### src/rtl/tdc_pkg.sv
// Shared widths, input word layout and clamp helper for the TDC interval readout path.
// TDC_TIMESTAMP_EN widens each stored entry with a 14-bit cycle timestamp.
package tdc_pkg;

  localparam int unsigned COUNTER_DIG  = 10;
  localparam int unsigned NUM_DECODE   = 7;
  localparam int unsigned TAPS_PER_CLK = 120;
  localparam int unsigned OUT_W        = 18;
  localparam int unsigned TS_W         = 14;
  localparam int unsigned TDC_W        = COUNTER_DIG + 2 * NUM_DECODE;

`ifdef TDC_TIMESTAMP_EN
  localparam int unsigned DATA_W = OUT_W + TS_W;
`else
  localparam int unsigned DATA_W = OUT_W;
`endif

  typedef struct packed {
    logic [COUNTER_DIG-1:0] coarse;
    logic [NUM_DECODE-1:0]  start;
    logic [NUM_DECODE-1:0]  stop;
  } tdc_word_t;

  // Negative values floor at zero, oversized values saturate at all-ones.
  function automatic logic [OUT_W-1:0] clampOut(input logic signed [OUT_W+1:0] val);
    logic [OUT_W-1:0] res;
    if (val[OUT_W+1]) begin
      res = '0;
    end else if (val[OUT_W]) begin
      res = '1;
    end else begin
      res = val[OUT_W-1:0];
    end
    return res;
  endfunction

endpackage

### src/rtl/tdc_interval_fifo_if.sv
// Capture-side input strobe plus readout-side valid/ready stream of tdc_interval_fifo.
// oData width follows tdc_pkg::DATA_W, which TDC_TIMESTAMP_EN widens.
interface tdc_interval_fifo_if #(
  parameter int unsigned DEPTH = 16
);
  logic [tdc_pkg::TDC_W-1:0]  iTDC;
  logic                       iValid;
  logic [tdc_pkg::DATA_W-1:0] oData;
  logic                       oValid;
  logic                       iReady;
  logic [$clog2(DEPTH):0]     oCount;
  logic                       oOverflow;
  logic                       oNegative;

  modport master (
    output iTDC, iValid, iReady,
    input  oData, oValid, oCount, oOverflow, oNegative
  );

  modport slave (
    input  iTDC, iValid, iReady,
    output oData, oValid, oCount, oOverflow, oNegative
  );
endinterface

### src/rtl/tdc_sync_fifo.sv
// First-word fall-through synchronous FIFO with occupancy count; head is always on oRdData.
// A write while full is accepted only if a pop happens on the same edge.
module tdc_sync_fifo #(
  parameter int unsigned WIDTH = 18,
  parameter int unsigned DEPTH = 16
) (
  input  logic                   iClk,
  input  logic                   iRst,
  input  logic                   iWrEn,
  input  logic [WIDTH-1:0]       iWrData,
  input  logic                   iRdEn,
  output logic [WIDTH-1:0]       oRdData,
  output logic [$clog2(DEPTH):0] oCount,
  output logic                   oFull,
  output logic                   oEmpty
);
  localparam int unsigned PTR_W = $clog2(DEPTH);
  localparam int unsigned CNT_W = PTR_W + 1;

  logic [WIDTH-1:0] mem [DEPTH];
  logic [PTR_W-1:0] wrPtr, rdPtr;
  logic [CNT_W-1:0] count;
  logic             doPush, doPop;

  assign oFull  = (count == CNT_W'(DEPTH));
  assign oEmpty = (count == '0);
  assign doPop  = iRdEn && !oEmpty;
  assign doPush = iWrEn && (!oFull || doPop);

  always_ff @(posedge iClk) begin
    if (iRst) begin
      wrPtr <= '0;
      rdPtr <= '0;
      count <= '0;
      // Cleared so the head reads zero out of reset, even after a mid-stream reset.
      for (int i = 0; i < int'(DEPTH); i++) begin
        mem[i] <= '0;
      end
    end else begin
      if (doPush) begin
        mem[wrPtr] <= iWrData;
        wrPtr      <= wrPtr + 1'b1;
      end
      if (doPop) begin
        rdPtr <= rdPtr + 1'b1;
      end
      if (doPush && !doPop) begin
        count <= count + 1'b1;
      end else if (doPop && !doPush) begin
        count <= count - 1'b1;
      end
    end
  end

  assign oRdData = mem[rdPtr];
  assign oCount  = count;
endmodule

### src/rtl/tdc_interval_fifo.sv
// Converts TDC result words to tap intervals in a two-stage pipeline and queues them for readout.
// Define TDC_TIMESTAMP_EN to prepend a 14-bit capture timestamp to every entry.
module tdc_interval_fifo
  import tdc_pkg::*;
#(
  parameter int unsigned DEPTH = 16
) (
  input logic               iClk,
  input logic               iRst,
  tdc_interval_fifo_if.slave bus
);
  localparam logic [OUT_W+1:0] TapsK = (OUT_W + 2)'(TAPS_PER_CLK);

  tdc_word_t word;
  assign word = tdc_word_t'(bus.iTDC);

  logic                    s1Valid;
  logic [OUT_W+1:0]        s1Product;
  logic [NUM_DECODE-1:0]   s1Start, s1Stop;
  logic                    s2Valid, s2Neg;
  logic [OUT_W-1:0]        s2Interval;
  logic signed [OUT_W+1:0] diff;
  logic                    overflowFlag, negativeFlag;
  logic [DATA_W-1:0]       fifoWrData, fifoRdData;
  logic                    fifoFull, fifoEmpty;
  logic [$clog2(DEPTH):0]  fifoCount;

  assign diff = $signed(s1Product) + $signed((OUT_W + 2)'(s1Start))
              - $signed((OUT_W + 2)'(s1Stop));

  always_ff @(posedge iClk) begin
    if (iRst) begin
      s1Valid    <= 1'b0;
      s1Product  <= '0;
      s1Start    <= '0;
      s1Stop     <= '0;
      s2Valid    <= 1'b0;
      s2Neg      <= 1'b0;
      s2Interval <= '0;
    end else begin
      s1Valid    <= bus.iValid;
      s1Product  <= (OUT_W + 2)'(word.coarse) * TapsK;
      s1Start    <= word.start;
      s1Stop     <= word.stop;
      s2Valid    <= s1Valid;
      s2Neg      <= diff[OUT_W+1];
      s2Interval <= clampOut(diff);
    end
  end

  // Full implies a head entry exists, so iReady alone decides whether a slot frees up.
  always_ff @(posedge iClk) begin
    if (iRst) begin
      overflowFlag <= 1'b0;
      negativeFlag <= 1'b0;
    end else begin
      if (s2Valid && fifoFull && !bus.iReady) begin
        overflowFlag <= 1'b1;
      end
      if (s2Valid && s2Neg) begin
        negativeFlag <= 1'b1;
      end
    end
  end

`ifdef TDC_TIMESTAMP_EN
  logic [TS_W-1:0] tsCnt, s1Ts, s2Ts;

  always_ff @(posedge iClk) begin
    if (iRst) begin
      tsCnt <= '0;
      s1Ts  <= '0;
      s2Ts  <= '0;
    end else begin
      tsCnt <= tsCnt + 1'b1;
      s1Ts  <= tsCnt;
      s2Ts  <= s1Ts;
    end
  end

  assign fifoWrData = {s2Ts, s2Interval};
`else
  assign fifoWrData = s2Interval;
`endif

  tdc_sync_fifo #(
    .WIDTH(DATA_W),
    .DEPTH(DEPTH)
  ) uFifo (
    .iClk   (iClk),
    .iRst   (iRst),
    .iWrEn  (s2Valid),
    .iWrData(fifoWrData),
    .iRdEn  (bus.iReady),
    .oRdData(fifoRdData),
    .oCount (fifoCount),
    .oFull  (fifoFull),
    .oEmpty (fifoEmpty)
  );

  assign bus.oData     = fifoRdData;
  assign bus.oValid    = !fifoEmpty;
  assign bus.oCount    = fifoCount;
  assign bus.oOverflow = overflowFlag;
  assign bus.oNegative = negativeFlag;
endmodule

### src/flat_wrapper.sv
// flat-port wrapper written by rule: the top's interface ports become plain ports
module tdc_interval_fifo_flat import tdc_pkg::*;
#(
  parameter int unsigned DEPTH = 16
)
  (iClk, iRst, bus_iTDC, bus_iValid, bus_iReady, bus_oData, bus_oValid, bus_oCount, bus_oOverflow, bus_oNegative);
  tdc_interval_fifo_if #(.DEPTH(DEPTH)) bus_i ();
  input logic iClk;
  input logic iRst;
  input wire logic [$bits(bus_i.iTDC)-1:0] bus_iTDC;
  input wire logic [$bits(bus_i.iValid)-1:0] bus_iValid;
  input wire logic [$bits(bus_i.iReady)-1:0] bus_iReady;
  output wire logic [$bits(bus_i.oData)-1:0] bus_oData;
  output wire logic [$bits(bus_i.oValid)-1:0] bus_oValid;
  output wire logic [$bits(bus_i.oCount)-1:0] bus_oCount;
  output wire logic [$bits(bus_i.oOverflow)-1:0] bus_oOverflow;
  output wire logic [$bits(bus_i.oNegative)-1:0] bus_oNegative;
  assign bus_i.iTDC = bus_iTDC;
  assign bus_i.iValid = bus_iValid;
  assign bus_i.iReady = bus_iReady;
  assign bus_oData = bus_i.oData;
  assign bus_oValid = bus_i.oValid;
  assign bus_oCount = bus_i.oCount;
  assign bus_oOverflow = bus_i.oOverflow;
  assign bus_oNegative = bus_i.oNegative;
  tdc_interval_fifo #(.DEPTH(DEPTH)) u_core (.iClk(iClk), .iRst(iRst), .bus(bus_i));
endmodule
### config.mk
export PLATFORM = sky130hd
export DESIGN_NAME = tdc_interval_fifo_flat
export DESIGN_NICKNAME = d
export VERILOG_FILES = /design/src/rtl/tdc_pkg.sv /design/src/rtl/tdc_interval_fifo_if.sv /design/src/rtl/tdc_sync_fifo.sv /design/src/rtl/tdc_interval_fifo.sv /design/src/flat_wrapper.sv
export SDC_FILE = /design/constraint.sdc
export NUM_CORES = 1
export LEC_CHECK = 0
export CORE_MARGIN = 5
export CORE_UTILIZATION = 55
export DETAILED_ROUTE_END_ITERATION = 8
export HOLD_SLACK_MARGIN = 0.05
export PLACE_DENSITY = 0.73
export SLEW_MARGIN = 0
export SYNTH_ARGS = -nofsm -noshare
export SYNTH_HDL_FRONTEND = slang
export SYNTH_SLANG_ARGS = --single-unit
export TNS_END_PERCENT = 1
### constraint.sdc
create_clock -name iClk -period 8.95 [get_ports iClk]
set_input_delay 0.895 -clock iClk [delete_from_list [all_inputs] [get_ports iClk]]
set_output_delay 0.895 -clock iClk [all_outputs]
set_load 0.005 [all_outputs]
==> results_dict.tcl <==
set metrics [dict create \
    grt-ovfl-total 0 \
    cts-root-buf "clkbuf_16" \
    io-pin-count 54 \
    ys.flop_type "edfxtp_1" \
    power.leakage_uw 0.007280 \
    worstHoldStart "u_core.s1Valid" \
    cp-end-kind "primary output" \
    grt_pass1_wl_mm 59.17 \
    yosys.area.top_type_share 0.5061 \
    design_area_um2 19130 \
    hold_path.class "reg2reg" \
    avgRoutedWirePerCell_um 22.77 \
    synthMuxAreaShare 0.1204 \
    synth.yosys.seq_area_share 0.5857 \
    slew_violations 0 \
    area_delta_synth_final_pct 11.95 \
    setup_viol 0 \
    worstPathRequired_ps 8060 \
    initial_core_util 0.5572 \
    hold_violations 0 \
    clk-insertion-delay-late_ps 510 \
    cts_hold_buf 0 \
    rsz0062_at_grt "no" \
    dpl.cell_count 1599 \
    worst_pin_slew_ps 1189 \
    synth_area_leaders "edfxtp_1 51%, mux4_2 12%, and2_1 11%" \
    cp_max_fo 46 \
    clkSinkCount 356 \
    cts-resized-gates 0 \
    grt.total_usage 0.2272 \
    ys_types 52 \
    final_cell_count_no_fill 1667 \
    clockBufferDepth 3 \
    fin_setup_tns_ps 0 \
    rows 64 \
    postRouteAntennaNets 0 \
    dr.pass1.iters 6 \
    synth_top_family_by_area "simple AND/OR/NAND/NOR gates" \
    die_w_um 186.3 \
    cts-buffers-inserted 37 \
    post_cts_buffers 0 \
    place_area_um2 17950 \
    maxSlewHeadroom 0.2063 \
    syn-num-nets 1304 \
    cts_tree "done" \
    placement.io_buffers 53 \
    ir_drop_uv 169.0 \
    antenna_cells 0 \
    drt_iter0_markers 763 \
    vias 9626 \
    max-cap-violations 0 \
    netlist_area_um2 17090 \
    antenna_found_initial 1 \
    drt-vias-per-instance 5.774 \
    cts.reportedPaths.clkPinSlew_ps 60 \
    die_area_um2 34700 \
    synthSimpleGateAreaFrac 0.1513 \
    grt_max_degree 68 \
    post-dp-hpwl_mm 22.66 \
    fill_cells 2276 \
    drc_errors 0 \
    final_common_cell "and2_1" \
    finClkSkew_ps 10.02 \
    synth-compound-area-share 0.03785 \
    synthArstFlopShare 0 \
    worstSetupStartpointType "flip-flop" \
    grt_pass1_vias 9947 \
    rr_startpoint "u_core.s1Stop[1]" \
    ys_ff_latch 356 \
    ys_warn_count 0 \
    htreeDepth 2 \
    synth_fa_ha_area_frac 0.06062 \
    synth-xor-area-share 0.01384 \
    die_h_um 186.3 \
    critPathArrivalTime_ps 3740 \
    status "finished clean" \
    place_congestion 0.8788 \
    synthesis.area_per_instance_um2 14.16 \
    fmax_ghz 0.2160 \
    yosys.area.top_type "edfxtp_1" \
    final_cell_mix "290 x and2_1, 288 x edfxtp_1, 90 x mux4_2, 66 x dfxtp_1, 64 x inv_1" \
    drive_above_1_share 0.1581 \
    fin_nets 1339 \
    wl_mm 37.95 \
    powerDensity_nw_per_um2 250.4 \
    synth_edf_count 288 \
    worst-setup-path-type "reg2out" \
    finalCriticalPeriod_ps 4631 \
    synthCells 1207 \
    core_region_area_um2 30670 \
    finalCritPeriodShare 0.5174 \
]
area by class of cell:
type / instances / area, um^2 / share of cell area
clock buffer: 55 / 1087 / 0.05683
clock inverter: 13 / 96.34 / 0.005036
inverter: 64 / 240.2 / 0.01256
multi-input combinational: 716 / 6564 / 0.3431
sequential: 356 / 10020 / 0.5236
tap: 396 / 495.5 / 0.02590
timing repair buffer: 67 / 630.6 / 0.03296
final timing paths:
path | end | slack (ps) | depth (start not counted)
worst max-delay path | bus_oData[2] | 4320 | 4
worst min-delay path | u_core.s2Valid | 470 | 1
worst max register to register | u_core.fifoWrData[10] | 5390 | 11
worst min register to register | u_core.s2Valid | 470 | 1
registers in the layout, summed over array words and instances (netlist names), named ones only:
| name | cells |
|---|---|
| u_core.bus.oNegative | 1 |
| u_core.s2Valid | 1 |
| u_core.uFifo.mem | 288 |
| u_core.uFifo.wrPtr | 4 |
| u_core.s1Start | 7 |
| u_core.s1Valid | 1 |
| u_core.uFifo.rdPtr | 4 |
| u_core.s2Neg | 1 |
| u_core.bus.oOverflow | 1 |
| u_core.uFifo.oCount | 5 |
| u_core.s1Stop | 7 |
| u_core.s1Product | 14 |
| u_core.fifoWrData | 18 |
cell usage after synthesis (all sizes together), types with 3 or more instances:
cell type and n:
and2 291, edfxtp 288, mux4 90, dfxtp 68, inv 64, clkbuf 58
nor2 50, ha 46, a21oi 40, nor2b 25, fa 23, a21o 18
nand2 17, or2 17, xor2 14, buf 13, o21ai 13, xnor2 13
nor3 7, o21a 7, nand4 5, nand2b 4, a211o 3, a211oi 3
and3 3
cells by family after synthesis:
group / after synthesis
multiplexers: 93
flip-flops: 356
AND/OR/NAND/NOR: 426
buffers and inverters: 135
XOR/XNOR: 27
adder cells (fa/ha/maj): 69
AO/OA/AOI/OAI: 101
per-stage QoR:
step	util	setup slack [ps]	total power [uW]	hold WS [ps]
after detailed placement	0.5852	4726	3327	463.2
after CTS	0.6238	4241	4817	475.7
after global placement	0.5852	4785	3300	422.5
after global routing	0.6238	4064	5034	494.1
final	0.6238	4319	4790	466.3
after floorplan	-	5429	2949	413.8
critical path, stage by stage (launching register included):
cell	delay (ps)
dfxtp_4	700
buf_4	820
mux4_2	620
mux4_2	520
clkdlybuf4s50_1	490
layer usage:
metal  wire length, um  GRT usage  up-vias
li1                  -          -     4372
met1             15470     0.3106     4867
met2             19190     0.3860      331
met3              2628    0.04026       56
met4               662    0.05217        0
met5                 0          0        -
power by group:
group | internal (uW) | switching, uW | leakage, uW
registers | 1910 | 189 | 0.00354
logic | 593 | 608 | 0.00316
clock network | 875 | 618 | 0.000584
total | 3370 | 1420 | 0.00728
Power figures use the tool's default switching activity.
